### src/rtl/mult_table_ram.sv
// ============================================================================
//  Module   : mult_table_ram
//  Purpose  : Times-table lookup RAM, filled after reset by repeated addition.
//             Optional saturating store when OUT_W is narrower than A_W+B_W:
//             define MULT_TABLE_SAT_EN (default build truncates).
//  Revision : 1.0  initial release
// ============================================================================
`default_nettype none

module mult_table_ram #(
    parameter int A_W   = 3,
    parameter int B_W   = 3,
    parameter int OUT_W = A_W + B_W
) (
    input  logic             clk,
    input  logic             rst,
    input  logic [A_W-1:0]   i_a,
    input  logic [B_W-1:0]   i_b,
    input  logic             i_read,
    output logic             o_ready,
    output logic [OUT_W-1:0] o_result,
    output logic             o_valid,
    output logic             o_rd_err
);

    localparam int AB_W  = A_W + B_W;
    localparam int DEPTH = 1 << AB_W;

    typedef enum logic [0:0] {
        S_INIT  = 1'b0,
        S_READY = 1'b1
    } state_t;

    state_t            r_state;
    state_t            w_state_nxt;
    logic [A_W-1:0]    r_ai;
    logic [A_W-1:0]    w_ai_nxt;
    logic [B_W-1:0]    r_bi;
    logic [B_W-1:0]    w_bi_nxt;
    logic [AB_W-1:0]   r_acc;
    logic [AB_W-1:0]   w_acc_nxt;
    logic              w_we;
    logic [OUT_W-1:0]  w_store;
    logic [OUT_W-1:0]  r_mem [DEPTH];

    always_ff @(posedge clk) begin
        if (rst) begin
            r_state <= S_INIT;
            r_ai    <= '0;
            r_bi    <= '0;
            r_acc   <= '0;
        end else begin
            r_state <= w_state_nxt;
            r_ai    <= w_ai_nxt;
            r_bi    <= w_bi_nxt;
            r_acc   <= w_acc_nxt;
        end
    end

    // acc always holds ai*bi for the entry being written this cycle.
    always_comb begin
        w_state_nxt = r_state;
        w_ai_nxt    = r_ai;
        w_bi_nxt    = r_bi;
        w_acc_nxt   = r_acc;
        w_we        = 1'b0;
        case (r_state)
            S_INIT: begin
                w_we = 1'b1;
                if (&r_bi) begin
                    w_bi_nxt  = '0;
                    w_acc_nxt = '0;
                    w_ai_nxt  = r_ai + A_W'(1);
                    if (&r_ai) begin
                        w_state_nxt = S_READY;
                    end
                end else begin
                    w_bi_nxt  = r_bi + B_W'(1);
                    w_acc_nxt = r_acc + AB_W'(r_ai);
                end
            end
            S_READY: begin
            end
            default: begin
                w_state_nxt = S_INIT;
            end
        endcase
    end

    generate
        if (OUT_W >= AB_W) begin : g_zext
            assign w_store = OUT_W'(r_acc);
        end else begin : g_narrow
`ifdef MULT_TABLE_SAT_EN
            assign w_store = (|r_acc[AB_W-1:OUT_W]) ? {OUT_W{1'b1}} : r_acc[OUT_W-1:0];
`else
            assign w_store = r_acc[OUT_W-1:0];
`endif
        end
    endgenerate

    always_ff @(posedge clk) begin
        if (w_we) begin
            r_mem[{r_ai, r_bi}] <= w_store;
        end
    end

    assign o_ready = (r_state == S_READY);

    always_ff @(posedge clk) begin
        if (rst) begin
            o_result <= '0;
            o_valid  <= 1'b0;
            o_rd_err <= 1'b0;
        end else begin
            o_valid  <= 1'b0;
            o_rd_err <= 1'b0;
            if (i_read) begin
                if (o_ready) begin
                    o_result <= r_mem[{i_a, i_b}];
                    o_valid  <= 1'b1;
                end else begin
                    o_rd_err <= 1'b1;
                end
            end
        end
    end

endmodule

`default_nettype wire

### config.mk
export PLATFORM = sky130hd
export DESIGN_NAME = mult_table_ram
export DESIGN_NICKNAME = d
export VERILOG_FILES = /design/src/rtl/mult_table_ram.sv
export SDC_FILE = /design/constraint.sdc
export NUM_CORES = 1
export LEC_CHECK = 0
export ABC_AREA = 1
export ABC_CLOCK_PERIOD_IN_PS = 2500
export CAP_MARGIN = 15
export CELL_PAD_IN_SITES_DETAIL_PLACEMENT = 2
export CELL_PAD_IN_SITES_GLOBAL_PLACEMENT = 2
export CORE_MARGIN = 5
export CORE_UTILIZATION = 39
export DETAILED_ROUTE_END_ITERATION = 16
export PLACE_DENSITY = 0.72
export SETUP_SLACK_MARGIN = 0.4
export SKIP_LAST_GASP = 1
export SLEW_MARGIN = 20
export SYNTH_ARGS = -nofsm -noshare
export SYNTH_HDL_FRONTEND = slang
export SYNTH_SLANG_ARGS = --single-unit
### constraint.sdc
create_clock -name clk -period 2.5 [get_ports clk]
set_input_delay 0.25 -clock clk [delete_from_list [all_inputs] [get_ports clk]]
set_output_delay 0.25 -clock clk [all_outputs]
set_load 0.05 [all_outputs]
==> results_dict.tcl <==
set metrics [dict create \
    io_buffers 17 \
    p_total_uw 15040 \
    clock_path_buffers 3 \
    yosysMostFrequentCell "nand2_1" \
    ios 18 \
    cp_max_fo 2 \
    fin_util_pct 46.12 \
    htree_levels 2 \
    swShare_pct 22.12 \
    clock_power_share_pct 45.2 \
    grtUsageTotal_pct 23.04 \
    synth-main-ff-cell "edfxtp_1" \
    drt_wl_total_mm 54.04 \
    grt_first_pass_wirelength_mm 81.65 \
    synthTopCellsByArea "edfxtp_1 69%, nand3_1 11%, nand2_1 10%" \
    hp-class "input pin to flop" \
    postLayoutCellArea_um2 19390 \
    powerDensity_nw_per_um2 775.6 \
    switchingPower_uw 3327 \
    layout-drive-gt1-share_pct 11.88 \
    synth-edff-count 384 \
    grt_pass1_vias 13027 \
    rows 75 \
    synth_fp_nets 1483 \
    firstDrtPassIters 4 \
    hold_viol_final 0 \
    path_buf_inv 1 \
    ys.warnings.count 0 \
    critPathArrivalTime_ps 1810 \
    fin_crit_sh_pct 82.47 \
    p_comb_share_pct 5.6 \
    synth_largest_area_cell "edfxtp_1" \
    synthTopCellsByCount "463 x nand2_1, 384 x edfxtp_1, 365 x nand3_1" \
    final_antenna_net_count 0 \
    grt_max_degree 104 \
    seqPwrFrac_pct 49.2 \
    setup_viol_count_final 0 \
    diodes 0 \
    die_area_um2 46860 \
    maxCapViolations 0 \
    drv_slew 0 \
    start_util_pct 39.54 \
    cellLeakagePower_uw 0.007128 \
    status "complete, no violations" \
    timing.rr.start "r_ai[2]" \
    core_area_um2 42040 \
    cts_hold_buf 0 \
    hpwlAfterDp_mm 32.86 \
    num_vias 11582 \
    synth_seq_area_share_pct 71.89 \
    clk_pin_slew_ps 60 \
    synth_area_per_cell_um2 11.34 \
    crit_start "o_result[1]" \
    vdd_drop_max_v 0.0005845 \
    async_flop_share_pct 0 \
    cp_cell_sequence "clkdlybuf4s50_1" \
    clock_skew_ps 20.93 \
    yosysTopAreaCellShare_pct 69.36 \
    final_cell_count_no_fill 2105 \
    dp.cells 2023 \
    placed_area_um2 17830 \
    cp_slowest_cell "clkdlybuf4s50_1" \
    drcViolationCount 0 \
    grt.overflow.total 0 \
    critPathTopFamily "buffers and inverters" \
    worst_pin_slew_ps 913.8 \
    cts_sinks 405 \
    wl_per_cell_um 25.67 \
    numCtsBuffers 44 \
    rsz0062_at_grt "no" \
    cp-start-kind "flop" \
    antenna_found_initial 0 \
    hold_start "i_read" \
    gp_congestion 0.7917 \
    worstSkewPairLatency_ps 580 \
    cp_slowest_stage_delay_ps 850 \
    vias_per_cell 5.502 \
    root_buffer "clkbuf_16" \
    die_x_um 216.5 \
    fin_setup_tns_ps 0 \
    critPathRequiredTime_ps 2250 \
    layout.nets 1547 \
    dieHeight_um 216.5 \
    cts_tree "yes" \
    min_period_ps 2062 \
    max-slew-margin-rel_pct 39.08 \
    end_kind "primary output" \
    drt_first_iter_violations 634 \
    critical_path_class "flop to primary output" \
    internal_power_uw 11710 \
    fmax_mhz 485.1 \
    yosysUniqueCellTypes 21 \
    synthToLayoutAreaGrowth_pct 16.63 \
    synth_cells 1466 \
    syn-cell-area_um2 16620 \
    ys_ff_latch 405 \
]
==> power groups by stage <==
stage                     combinational (uW)  clock (uW)  sequential, uW
after floorplan                          490           0            7540
after global placement                   792           0            7540
after detailed placement                 825           0            7540
after CTS                                843        6940            7400
after global routing                     912        7240            7400
final                                    839        6800            7400
==> sequential cells by signal, indices dropped and copies added, names as in the netlist <==
signal / count
o_ready: 1
r_bi: 3
o_result: 6
o_rd_err: 1
o_valid: 1
r_acc: 6
r_mem: 384
r_ai: 3
==> layout by cell type (no fill, tap or decap), drive strengths merged <==
| master | n |
|---|---|
| a21oi | 13 |
| and3 | 1 |
| buf | 88 |
| bufinv | 6 |
| clkbuf | 62 |
| clkdlybuf4s50 | 11 |
| clkinv | 11 |
| clkinvlp | 1 |
| dfxtp | 21 |
| dlygate4sd2 | 3 |
| edfxtp | 384 |
| fa | 1 |
| ha | 7 |
| inv | 32 |
| nand2 | 463 |
| nand3 | 365 |
| nor2 | 81 |
| nor3 | 6 |
| nor3b | 1 |
| nor4 | 3 |
| o21ai | 5 |
| or2 | 1 |
==> metrics by stage <==
step                worst slack [ps]  hold WS [ps]
floorplan                      251.4         372.7
global placement               415.6         537.3
detailed placement             250.3         554.2
CTS                            225.8         224.2
global route                   419.6         262.7
finish                         438.4         249.7
==> final timing paths <==
kind / end / slack [ps] / cells past startpoint
worst min-delay path: o_rd_err / 250 / 3
worst max register to register: r_mem[33][2] / 530 / 5
worst max-delay path: o_result[1] / 440 / 1
worst min register to register: r_bi[0] / 570 / 2
==> routing by layer <==
layer  vias up  global-route usage (%)  part of all wire, %
li1       5271                       -                    -
met1      6010                   29.86                   43
met2       233                   41.03                   51
met3        68                   3.182                  3.6
met4         0                   5.936                  2.2
met5         -                       0                    0
==> layout make-up <==
cell class	instances	area [um2]
sequential	405	11960
clock buffer	62	1250
multi-input combinational	947	4192
timing repair buffer	102	935.9
inverter	30	117.6
fill	4188	22650
clock inverter	20	257.7
tap	539	674.4
==> repair_timing <==
action                                 4_1_cts  5_1_grt
setup endpoints to repair                   98      138
resized for setup                           12       14
endpoints found under the hold margin        0        0
setup buffers                                0        0
==> logic make-up (layout without fill, tap and decap cells) <==
group | count (synthesis) | count (layout) | share of synthesized area [%]
and+or+nand+nor | 921 | 921 | 23.68
adders and majority gates | 8 | 8 | 0.6472
buffers and inverters | 114 | 214 | 3.236
AOI/OAI and AO/OA | 18 | 18 | 0.5418
DFF | 405 | 405 | 71.89
==> worst reg2reg max path: stages (launching register included) <==
cell	delay [ps]
dfxtp_1	460
inv_1	170
nor4_2	350
inv_1	170
nor4_1	290
buf_4	250
No activity file was read; power rests on OpenSTA's default activity.
